### src/rtl/lutnn_uart_host.sv
// Host-side requester for the LUTNN UART classification protocol.
// It sends one input vector as bytes, MSB byte first, then returns the single class byte as a result beat.
module lutnn_uart_host #(
    parameter int N_INPUTS       = 20,
    parameter int OUT_BITS       = 4,
    parameter int TIMEOUT_CYCLES = 2000000
) (
    input  logic                clk,
    input  logic                rst,
    input  logic [N_INPUTS-1:0] s_vec_data,
    input  logic                s_vec_valid,
    output logic                s_vec_ready,
    output logic [OUT_BITS-1:0] m_cls_data,
    output logic                m_cls_timeout,
    output logic                m_cls_proto_err,
    output logic                m_cls_valid,
    input  logic                m_cls_ready,
    output logic [7:0]          tx_tdata,
    output logic                tx_tvalid,
    input  logic                tx_tready,
    input  logic [7:0]          rx_tdata,
    input  logic                rx_tvalid,
    output logic                rx_tready,
    output logic                busy
);

    localparam int N_BYTES     = (N_INPUTS + 7) / 8;
    localparam int PADDED_BITS = 8 * N_BYTES;
    localparam int CNT_W       = $clog2(N_BYTES + 1);
    localparam int TO_W        = (TIMEOUT_CYCLES > 1) ? $clog2(TIMEOUT_CYCLES) : 1;
    localparam logic [CNT_W-1:0] LAST_BYTE = CNT_W'(N_BYTES - 1);
    localparam logic [TO_W-1:0]  TO_LAST   = TO_W'(TIMEOUT_CYCLES - 1);
    localparam logic [TO_W-1:0]  TO_MAX    = {TO_W{1'b1}};

    typedef enum logic [1:0] {
        ST_IDLE = 2'd0,
        ST_SEND = 2'd1,
        ST_WAIT = 2'd2,
        ST_DONE = 2'd3
    } state_t;

    // A response byte with any bit set above the class field is malformed.
    function automatic logic upper_bits_set(input logic [7:0] b);
        logic [7:0] mask;
        mask = 8'hFF << OUT_BITS;
        return |(b & mask);
    endfunction

    state_t                 r_state,         w_state_nxt;
    logic [PADDED_BITS-1:0] r_shreg,         w_shreg_nxt;
    logic [CNT_W-1:0]       r_byte_cnt,      w_byte_cnt_nxt;
    logic [TO_W-1:0]        r_to_cnt,        w_to_cnt_nxt;
    logic                   r_s_vec_ready,   w_s_vec_ready_nxt;
    logic                   r_tx_tvalid,     w_tx_tvalid_nxt;
    logic                   r_rx_tready,     w_rx_tready_nxt;
    logic [OUT_BITS-1:0]    r_cls_data,      w_cls_data_nxt;
    logic                   r_cls_timeout,   w_cls_timeout_nxt;
    logic                   r_cls_proto_err, w_cls_proto_err_nxt;
    logic                   r_cls_valid,     w_cls_valid_nxt;
    logic                   r_busy,          w_busy_nxt;

    // Next-state and next-output decode for the transaction sequencer.
    always_comb begin
        w_state_nxt         = r_state;
        w_shreg_nxt         = r_shreg;
        w_byte_cnt_nxt      = r_byte_cnt;
        w_to_cnt_nxt        = r_to_cnt;
        w_s_vec_ready_nxt   = r_s_vec_ready;
        w_tx_tvalid_nxt     = r_tx_tvalid;
        w_rx_tready_nxt     = r_rx_tready;
        w_cls_data_nxt      = r_cls_data;
        w_cls_timeout_nxt   = r_cls_timeout;
        w_cls_proto_err_nxt = r_cls_proto_err;
        w_cls_valid_nxt     = r_cls_valid;
        w_busy_nxt          = r_busy;
        case (r_state)
            ST_IDLE: begin
                if (s_vec_valid) begin
                    w_shreg_nxt       = PADDED_BITS'(s_vec_data);
                    w_byte_cnt_nxt    = {CNT_W{1'b0}};
                    w_s_vec_ready_nxt = 1'b0;
                    w_tx_tvalid_nxt   = 1'b1;
                    w_busy_nxt        = 1'b1;
                    w_state_nxt       = ST_SEND;
                end else begin
                    w_s_vec_ready_nxt = 1'b1;
                end
            end
            ST_SEND: begin
                if (r_tx_tvalid && tx_tready) begin
                    w_shreg_nxt    = r_shreg << 8;
                    w_byte_cnt_nxt = r_byte_cnt + CNT_W'(1);
                    if (r_byte_cnt == LAST_BYTE) begin
                        w_tx_tvalid_nxt = 1'b0;
                        w_to_cnt_nxt    = {TO_W{1'b0}};
                        w_state_nxt     = ST_WAIT;
                    end else begin
                        w_tx_tvalid_nxt = 1'b1;
                    end
                end else begin
                    w_tx_tvalid_nxt = 1'b1;
                end
            end
            ST_WAIT: begin
                if (r_to_cnt != TO_MAX) begin
                    w_to_cnt_nxt = r_to_cnt + TO_W'(1);
                end else begin
                    w_to_cnt_nxt = r_to_cnt;
                end
                // A response landing on the expiry cycle still counts as a response.
                if (rx_tvalid) begin
                    w_cls_data_nxt      = rx_tdata[OUT_BITS-1:0];
                    w_cls_proto_err_nxt = upper_bits_set(rx_tdata);
                    w_cls_timeout_nxt   = 1'b0;
                    w_cls_valid_nxt     = 1'b1;
                    w_rx_tready_nxt     = 1'b0;
                    w_state_nxt         = ST_DONE;
                end else if (r_to_cnt == TO_LAST) begin
                    w_cls_data_nxt      = {OUT_BITS{1'b0}};
                    w_cls_proto_err_nxt = 1'b0;
                    w_cls_timeout_nxt   = 1'b1;
                    w_cls_valid_nxt     = 1'b1;
                    w_rx_tready_nxt     = 1'b0;
                    w_state_nxt         = ST_DONE;
                end else begin
                    w_rx_tready_nxt = 1'b1;
                end
            end
            ST_DONE: begin
                if (m_cls_ready) begin
                    w_cls_valid_nxt   = 1'b0;
                    w_s_vec_ready_nxt = 1'b1;
                    w_rx_tready_nxt   = 1'b1;
                    w_busy_nxt        = 1'b0;
                    w_state_nxt       = ST_IDLE;
                end else begin
                    w_cls_valid_nxt = 1'b1;
                end
            end
            default: begin
                w_tx_tvalid_nxt   = 1'b0;
                w_cls_valid_nxt   = 1'b0;
                w_s_vec_ready_nxt = 1'b1;
                w_rx_tready_nxt   = 1'b1;
                w_busy_nxt        = 1'b0;
                w_state_nxt       = ST_IDLE;
            end
        endcase
    end

    // State and registered-output update; reset abandons any frame in flight.
    always_ff @(posedge clk or posedge rst) begin
        if (rst) begin
            r_state         <= ST_IDLE;
            r_shreg         <= {PADDED_BITS{1'b0}};
            r_byte_cnt      <= {CNT_W{1'b0}};
            r_to_cnt        <= {TO_W{1'b0}};
            r_s_vec_ready   <= 1'b1;
            r_tx_tvalid     <= 1'b0;
            r_rx_tready     <= 1'b1;
            r_cls_data      <= {OUT_BITS{1'b0}};
            r_cls_timeout   <= 1'b0;
            r_cls_proto_err <= 1'b0;
            r_cls_valid     <= 1'b0;
            r_busy          <= 1'b0;
        end else begin
            r_state         <= w_state_nxt;
            r_shreg         <= w_shreg_nxt;
            r_byte_cnt      <= w_byte_cnt_nxt;
            r_to_cnt        <= w_to_cnt_nxt;
            r_s_vec_ready   <= w_s_vec_ready_nxt;
            r_tx_tvalid     <= w_tx_tvalid_nxt;
            r_rx_tready     <= w_rx_tready_nxt;
            r_cls_data      <= w_cls_data_nxt;
            r_cls_timeout   <= w_cls_timeout_nxt;
            r_cls_proto_err <= w_cls_proto_err_nxt;
            r_cls_valid     <= w_cls_valid_nxt;
            r_busy          <= w_busy_nxt;
        end
    end

    assign s_vec_ready     = r_s_vec_ready;
    assign tx_tdata        = r_shreg[PADDED_BITS-1 -: 8];
    assign tx_tvalid       = r_tx_tvalid;
    assign rx_tready       = r_rx_tready;
    assign m_cls_data      = r_cls_data;
    assign m_cls_timeout   = r_cls_timeout;
    assign m_cls_proto_err = r_cls_proto_err;
    assign m_cls_valid     = r_cls_valid;
    assign busy            = r_busy;

endmodule

### config.mk
export PLATFORM = sky130hd
export DESIGN_NAME = lutnn_uart_host
export DESIGN_NICKNAME = d
export VERILOG_FILES = /design/src/rtl/lutnn_uart_host.sv
export SDC_FILE = /design/constraint.sdc
export NUM_CORES = 1
export LEC_CHECK = 0
export ABC_AREA = 1
export CAP_MARGIN = 25
export CORE_MARGIN = 4
export CORE_UTILIZATION = 30
export DETAILED_ROUTE_END_ITERATION = 8
export HOLD_SLACK_MARGIN = 0.02
export PLACE_DENSITY_LB_ADDON = 0.15
export SLEW_MARGIN = 20
export SYNTH_ARGS = -nofsm -noshare
export SYNTH_HDL_FRONTEND = slang
export SYNTH_SLANG_ARGS = --single-unit
### constraint.sdc
create_clock -name clk -period 2.4 [get_ports clk]
set_input_delay 0.36 -clock clk [delete_from_list [all_inputs] [get_ports clk]]
set_output_delay 0.36 -clock clk [all_outputs]
set_load 0.01 [all_outputs]
Word level (Yosys, flattened, before mapping)
Index checks and enable logic that the tools add are counted.

Flip-flop bits (word level): 60. Bits of input ports: 34. Output and inout bits: 19. Logic and storage cells: 81.

Add/subtract/negate cells: 2. Equality and inequality tests: 12. Multiplexer cells: 38. Reduce and logical (&&, ||, !) cells: 17.

Operators by type and width (count): two-way mux 21 bit (3); two-way mux 24 bit (2); one-hot mux 24 bit (2 select lines) (1); one-hot mux 21 bit (2 select lines) (1); adder 21 x 1 -> 21 bit (second input constant) (1); equality test 21 bit (second input constant) (1); != test 21 bit (second input constant) (1); two-way mux 2 bit (8); two-way mux 1 bit (14); != test 2 bit (second input constant) (5); one-hot mux 1 bit (2 select lines) (5); AND reduction 2 bit (5); nonzero test 2 bit (5); two-way mux 4 bit (2); one-hot mux 2 bit (4 select lines) (1); equality test 2 bit (second input constant) (3); AND reduction 3 bit (2); AND reduction 5 bit (1); one-hot mux 2 bit (2 select lines) (1); AND reduction 4 bit (1); OR reduction 4 bit (1); != test 3 bit (second input constant) (1); adder 2 x 1 -> 2 bit (second input constant) (1); equality test 2 x 1 -> 1 bit (second input constant) (1); 2 further kinds (2).

Depth between registers and ports, before layout
Gate-level depths: netlist of the first run.

Depth after elaboration: 4. Gate-level depth with buffers: 11. Gate-level depth less buffers: 10.

Least setup slack after synthesis of the first run
No wires, ideal clock.

Path type: reg-to-reg. Start: register r_state[1]. End: register r_to_cnt[14]. Setup time: 0.118 ns. Arrival time: 1.561 ns. Required time: 2.282 ns. Setup slack: 0.721 ns. Stages on the path, launching flop included: 11. Path buffers: 3. Clock period less this slack: 1.679 ns. Cell sequence: dfrtp_1 inv_1 ha_1 buf_2 inv_2 buf_2 a21oi_2 nand2_4 buf_12 nand2_1 o21ai_2.

Word-level cells in the longest chain between the ends: 3. Elaborated cells on any way between the ends: 8. Those cells by class: 5 x eq/ne; 1 x mux; 2 x reduce/logical.

RTL lines: from (decl) (line 49) `state_t r_state, w_state_nxt;`; from (signal assigned) (line 167) `r_state <= w_state_nxt;`; equality test 2 bit / equality test 2 x 1 -> 1 bit (equally long branches) (line 76) `case (r_state)`; != test 2 bit (no source line) / nonzero test 2 bit (equally long branches); AND reduction 4 bit (no source line); to (signal assigned) (line 157) `r_to_cnt <= {TO_W{1'b0}};`; to (signal assigned) (line 170) `r_to_cnt <= w_to_cnt_nxt;`; to (decl) (line 52) `logic [TO_W-1:0] r_to_cnt, w_to_cnt_nxt;`.

Several ways; a longest one is shown, not always the timed one. A chain may end at the register's enable or synchronous reset.

Worst setup path after layout of the first run
Start: register r_state[1]. End: register r_to_cnt[19].

Same word-level chain as after synthesis.

==> flow_summary_export.csv, run 1 <==
group,metric,value,unit
critical_path,crit_chain,"inv_1 > ha_1 > inv_2 > a21oi_1 > a21oi_2 > nand2_4 > inv_1 > nand3_1 > nand2_1",
pwr,p_per_area,1033,nW/um2
synthesis,synth_cell_type_count,39,
pwr,leakage,1.823,nW
cts,cts_tree,"yes",
critical_path,r2r-start,"r_state[1]",
placement,place_inst,583,
floorplan,dieArea,12510,um2
placement,place_congestion,0.8599,
floorplan,die_x,111.9,um
global_route,grt_max_degree,61,
synthesis,synth_top_area_share,44.86,%
finish,num_antenna_cells,0,
floorplan,start_util,31.06,%
placement,io_buffers,52,
finish,final_layout_size_suffix_gt1_share,9.503,%
critical_path,startpoint_type,"flip-flop",
sta,hold_viol_final,0,
cts,cts_made_buffers,9,
routing,drt-wirelength-per-cell,12.20,um
sta,finClkSkew,0.005002,ns
sta,tns,0,ns
global_route,grt_pass1_wl,12.52,mm
synthesis,synth.ff_latch_count,60,
global_route,grt_pass1_vias,2685,
sta,layout_setup_ws,0.4331,ns
synthesis,synthFlopType,"dfrtp_1",
synthesis,synth_area_leaders,"dfrtp_1 (45%), nand2_1 (15%), inv_1 (5.1%), nor2_1 (4.2%), nand3_1 (4.0%)",
routing,vias_per_cell,4.439,
global_route,grt_usage,12.13,%
routing,num_vias,2659,
critical_path,max_stage_delay,0.40,ns
routing,ant_nets,0,
cts,clk_pin_slew_worst_paths,0.07,ns
cts,cts_resized,0,
cts,cts_max_path_buffers,2,
job,maxCapViolCount,0,
sta,min_period,1.967,ns
cts,htree_levels,3,
critical_path,path_class,"flip-flop to flip-flop",
floorplan,ios,53,
critical_path,startpoint,"r_state[1]",
sta,hold_ws,0.4050,ns
floorplan,dieHeight,111.9,um
synthesis,yosysWarnings,0,
sta,fmax,508.4,MHz
finish,final_util,38.69,%
finish,final_cells,599,
critical_path,end_kind,"flip-flop",
cts,cts_root_buffer,"clkbuf_8",
finish,final_area,4030,um2
placement,place_area,3842,um2
synthesis,synth_area,3236,um2
routing,dr.pass1.iters,4,
floorplan,rows,37,
synthesis,yosysSeqAreaShare,46.48,%
sta,worst_pin_slew,0.3820,ns
critical_path,cp_common_cell,"inv_1",
worst_hold_path,hold_path.class,"input port to asynchronous set/reset pin",
finish,area_delta_synth_final,24.56,%
global_route,antenna_found_initial,0,
finish,fin_nets,498,
critical_path,slowest_stage,"dfrtp_1",
sta,finalMaxSlewViolations,0,
synthesis,async_reset_ff_share,100.0,%
placement,dpl_worst_slack,0.2997,ns
synthesis,synth_cells,410,
synthesis,synth_nets,450,
run_status,status,"complete, no violations",
placement,dp_hpwl,5.119,mm
sta,period_share,81.95,%
routing,drc,0,
critical_path,worstPathArrival,2.24,ns
sta,relSlewSlack,74.53,%
synthesis,synth_edf_count,0,
routing,initialDrtViolationCount,93,
global_route,grt-ovfl-total,0,
synthesis,synth_top_area_cell,"dfrtp_1",
sta,finalSetupViolCount,0,
synthesis,syn_area_per_cell,7.892,um2
pwr,p_total,4.164,mW
critical_path,crit_fanout,23,
cts,cts_setup_buffers,0,
finish,fill_cells,1109,
floorplan,core,10420,um2
cts,cts_hold_buf,0,
critical_path,cp.required,2.68,ns
pwr,ir_worst_vdd,865.5,uV
routing,drt_wl_total,7.309,mm
sta,rsz0062_at_grt,"no",
cts,clock_latency,0.34,ns
cts,cts_sinks,60,
==> placed cells by master (no fill, tap or decap), types with 2 or more instances in the layout <==
cell / count
nand2_1: 129
dfrtp_1: 58
clkdlybuf4s50_1: 52
inv_1: 43
nor2_1: 36
nand3_1: 26
o21ai_0: 19
clkbuf_8: 12
a31oi_1: 8
a21oi_1: 6
xor2_1: 6
ha_1: 6
nand4_1: 5
o22ai_1: 5
xnor2_1: 5
o211ai_1: 4
nand2_2: 4
nor2_2: 4
inv_2: 3
nor3_1: 3
o21ai_2: 3
clkinv_2: 3
buf_4: 3
nand3_2: 2
o21ai_1: 2
nand3b_1: 2
buf_12: 2
dfstp_2: 2
==> power breakdown <==
group	internal, mW	switching (mW)
registers	1.34	0.147
logic	0.741	1.07
clock network	0.454	0.408
total	2.54	1.63
==> critical path: cells and delay by family, from the launching register on <==
family | cells | cell delay (ns)
AOI/OAI and AO/OA | 2 | 0.43
DFF | 1 | 0.40
buffers and inverters | 3 | 0.52
and+or+nand+nor | 3 | 0.36
adders and majority gates | 1 | 0.20
==> layer usage <==
layer	vias to the layer above	GRT usage, %	part of all wire, %
li1	1387	-	-
met1	1219	16.02	49
met2	47	18.71	45
met3	6	3.750	5.0
met4	0	4.461	1.1
met5	-	0	0
==> registers in the layout (all words and copies together) (netlist names), 2 cells and up <==
register    cells
r_shreg        24
r_to_cnt       21
r_byte_cnt      2
r_state         2
m_cls_data      4
==> final timing paths <==
| kind | to | slack (ns) | depth (start not counted) |
|---|---|---|---|
| max | r_to_cnt[19] | 0.43 | 9 |
| min | r_to_cnt[14] | 0.41 | 3 |
| max reg2reg | r_to_cnt[19] | 0.43 | 9 |
| min reg2reg | m_cls_data[0] | 0.48 | 2 |
| max in group asynchronous | rx_tready | 1.68 | 3 |
| min in group clk | m_cls_data[0] | 0.48 | 2 |
==> kinds of logic (layout without fill, tap and decap cells) <==
family	after synthesis	after routing	share of synthesized area [%]
buffers and inverters	66	119	9.861
xor gates and xnor gates	11	11	2.977
muxes	1	1	0.3480
DFF	60	60	46.48
AOI/OAI and AO/OA	51	51	9.707
adders and majority gates	6	6	2.320
and+or+nand+nor	215	215	28.31
==> cells in the mapped netlist (6+ instances only) <==
master / count
o21ai_0: 19
nand3_1: 26
a21oi_1: 6
xor2_1: 6
nor2_1: 36
buf_4: 8
ha_1: 6
dfrtp_1: 58
inv_1: 44
nand2_1: 129
a31oi_1: 8
==> final cells by class <==
class	count	area, um2	share of cell area (%)
tap	136	170.2	4.222
sequential	60	1504	37.32
multi-input combinational	284	1413	35.05
timing repair buffer	57	583.1	14.47
clock inverter	4	22.52	0.5588
inverter	46	172.7	4.284
clock buffer	12	165.2	4.098
Power figures use the tool's default switching activity.
==> run 2: changes to the inputs <==
clock period = 1.6 ns   (was 2.4 ns; I/O delays follow)
==> run 2 against run 1 <==
- the flow now finishes with violations (negative setup slack)
- via count grew 11%
- sequential share of layout area is 6.0 points lower
- maximum frequency is 22% higher
- first-iteration DRC count is 95% higher
- global-route usage increased by 2.1 points
- register-to-register slack worse by 0.44 ns
- total power rose by 97%
==> flow_summary_export.csv, run 2 (synthesis gave the netlist of run 1 again) <==
group,metric,value,unit
global_route,grt_pass1_vias,3024,
pwr,ir_worst_vdd,627.2,uV
job,maxCapViolCount,0,
sta,relSlewSlack,74.33,%
finish,final_cells,661,
critical_path,worstPathArrival,1.88,ns
floorplan,rows,37,
worst_hold_path,hold_path.class,"input port to asynchronous set/reset pin",
pwr,power.net_switching,3.067,mW
routing,ant_nets,0,
run_status,violations,"negative setup slack",
cts,clk_pin_slew_worst_paths,0.08,ns
sta,hold_ws,0.2530,ns
placement,dp_hpwl,5.791,mm
pwr,internal_power,5.128,mW
sta,period_share,100.5,%
floorplan,dieArea,12510,um2
floorplan,dieHeight,111.9,um
routing,dr.pass1.iters,4,
floorplan,ios,53,
finish,most-common-layout-cells,"nand2_1 (127), dfrtp_1 (56), buf_4 (55)",
sta,rsz0062_at_grt,"yes",
pwr,p_per_area,1704,nW/um2
global_route,grt_usage,14.20,%
finish,area_delta_synth_final,48.61,%
placement,place_inst,631,
run_status,status,"finished with violations",
global_route,grt_max_degree,24,
pwr,swShare,37.43,%
sta,layout_setup_ws,-0.007809,ns
cts,cts_made_buffers,9,
sta,min_period,1.608,ns
pwr,leakage,2.188,nW
finish,num_antenna_cells,0,
critical_path,path_class,"flip-flop to flip-flop",
cts,clock_latency,0.34,ns
sta,finalMaxSlewViolations,0,
finish,largest_reg_flops,24,
finish,fill_cells,1035,
sta,fmax,622.0,MHz
sta,finalSetupViolCount,1,
finish,top_register,"r_shreg",
finish,final_area,4808,um2
global_route,grt-ovfl-total,0,
finish,fin_nets,560,
placement,place_congestion,0.8212,
sta,finClkSkew,0.01206,ns
pwr,clkPwrFrac,17.9,%
placement,dpl_worst_slack,-0.1500,ns
cts,cts_root_buffer,"clkbuf_8",
critical_path,startpoint,"r_state[0]",
placement,place_area,4239,um2
critical_path,startpoint_type,"flip-flop",
routing,initialDrtViolationCount,181,
cts,cts_tree,"yes",
floorplan,start_util,31.06,%
global_route,grt_pass1_wl,14.58,mm
sta,hold_viol_final,0,
floorplan,die_x,111.9,um
pwr,seq_power_share,27.2,%
critical_path,end_kind,"flip-flop",
routing,drc,0,
critical_path,cp.required,1.87,ns
routing,vias_per_cell,4.454,
routing,drt-wirelength-per-cell,12.71,um
routing,drt_wl_total,8.400,mm
placement,io_buffers,52,
cts,cts_max_path_buffers,2,
cts,htree_levels,3,
routing,num_vias,2944,
floorplan,core,10420,um2
finish,final_common_cell,"nand2_1",
pwr,comb_power_share,54.9,%
cts,cts_sinks,60,
critical_path,crit_fanout,17,
finish,final_layout_size_suffix_gt1_share,27.05,%
critical_path,r2r-start,"r_state[0]",
sta,worst_pin_slew,0.3843,ns
global_route,antenna_found_initial,0,
[run 2: changes by cell type in the layout (fill, tap and decap cells not counted), sizes merged]
cell	delta
dlygate4sd2	+2
buf	+62
clkinv	-2
clkinvlp	+2
clkdlybuf4s50	-2
clkbuf	-1
bufinv	+1
[run 2: worst paths after layout]
| path | depth (start not counted) | end | slack (ns) |
|---|---|---|---|
| max in group asynchronous | 3 | r_to_cnt[11] | 0.91 |
| min reg2reg | 2 | m_cls_data[0] | 0.48 |
| max | 8 | r_shreg[13] | -0.008 |
| min in group clk | 3 | m_cls_data[3] | 0.44 |
| max reg2reg | 8 | r_shreg[13] | -0.008 |
| min | 2 | tx_tvalid | 0.25 |
[run 2: final cells by class]
class	instances	area, um2	share of cell area (%)
clock buffer	11	151.4	3.149
clock inverter	5	58.81	1.223
multi-input combinational	284	1594	33.15
tap	136	170.2	3.539
sequential	60	1506	31.33
inverter	46	176.4	3.669
timing repair buffer	119	1151	23.94
[run 2: per-layer routing]
layer / global-route usage (%) / vias up / wire, um
li1: - / 1517 / -
met1: 20.24 / 1349 / 4191
met2: 21.18 / 66 / 3688
met3: 2.826 / 12 / 370
met4: 5.515 / 0 / 149
met5: 0 / - / 0
[run 2: power groups by stage]
stage	registers (mW)	logic [mW]	clock network, mW
finish	2.23	4.50	1.47
global route	2.28	4.93	1.58
CTS	2.22	4.19	1.50
detailed placement	2.24	3.37	0
global placement	2.24	3.33	0
floorplan	2.29	2.04	0
[run 2: critical path: stages, from the launching register on]
cell,delay (ns)
dfrtp_1,0.41
buf_4,0.15
ha_4,0.18
buf_12,0.15
a21oi_4,0.22
buf_6,0.14
buf_6,0.11
o211ai_1,0.09
o21ai_1,0.09
[run 2: repair_timing]
item                                    4_1_cts  5_1_grt
endpoints found under the setup margin       41       57
pin swaps                                     8        6
resized for setup                            25       46
hold buffers                                  0        0
setup buffers                                 9        3
cloned                                        3        0
[run 2: stage by stage]
step	utilization, %	power, mW	TNS [ns]
finish	46.16	8.195	-0.007809
global route	46.16	8.795	-2.582
CTS	44.74	7.918	-0.01137
detailed placement	40.70	5.617	-3.157
global placement	40.70	5.564	-2.913
floorplan	-	4.328	0
==> run 3: changes to the inputs <==
SLEW_MARGIN = 40   (was 20)
==> results of run 3 <==
Same layout as run 2: the final DEF is identical, and so are final timing and power.
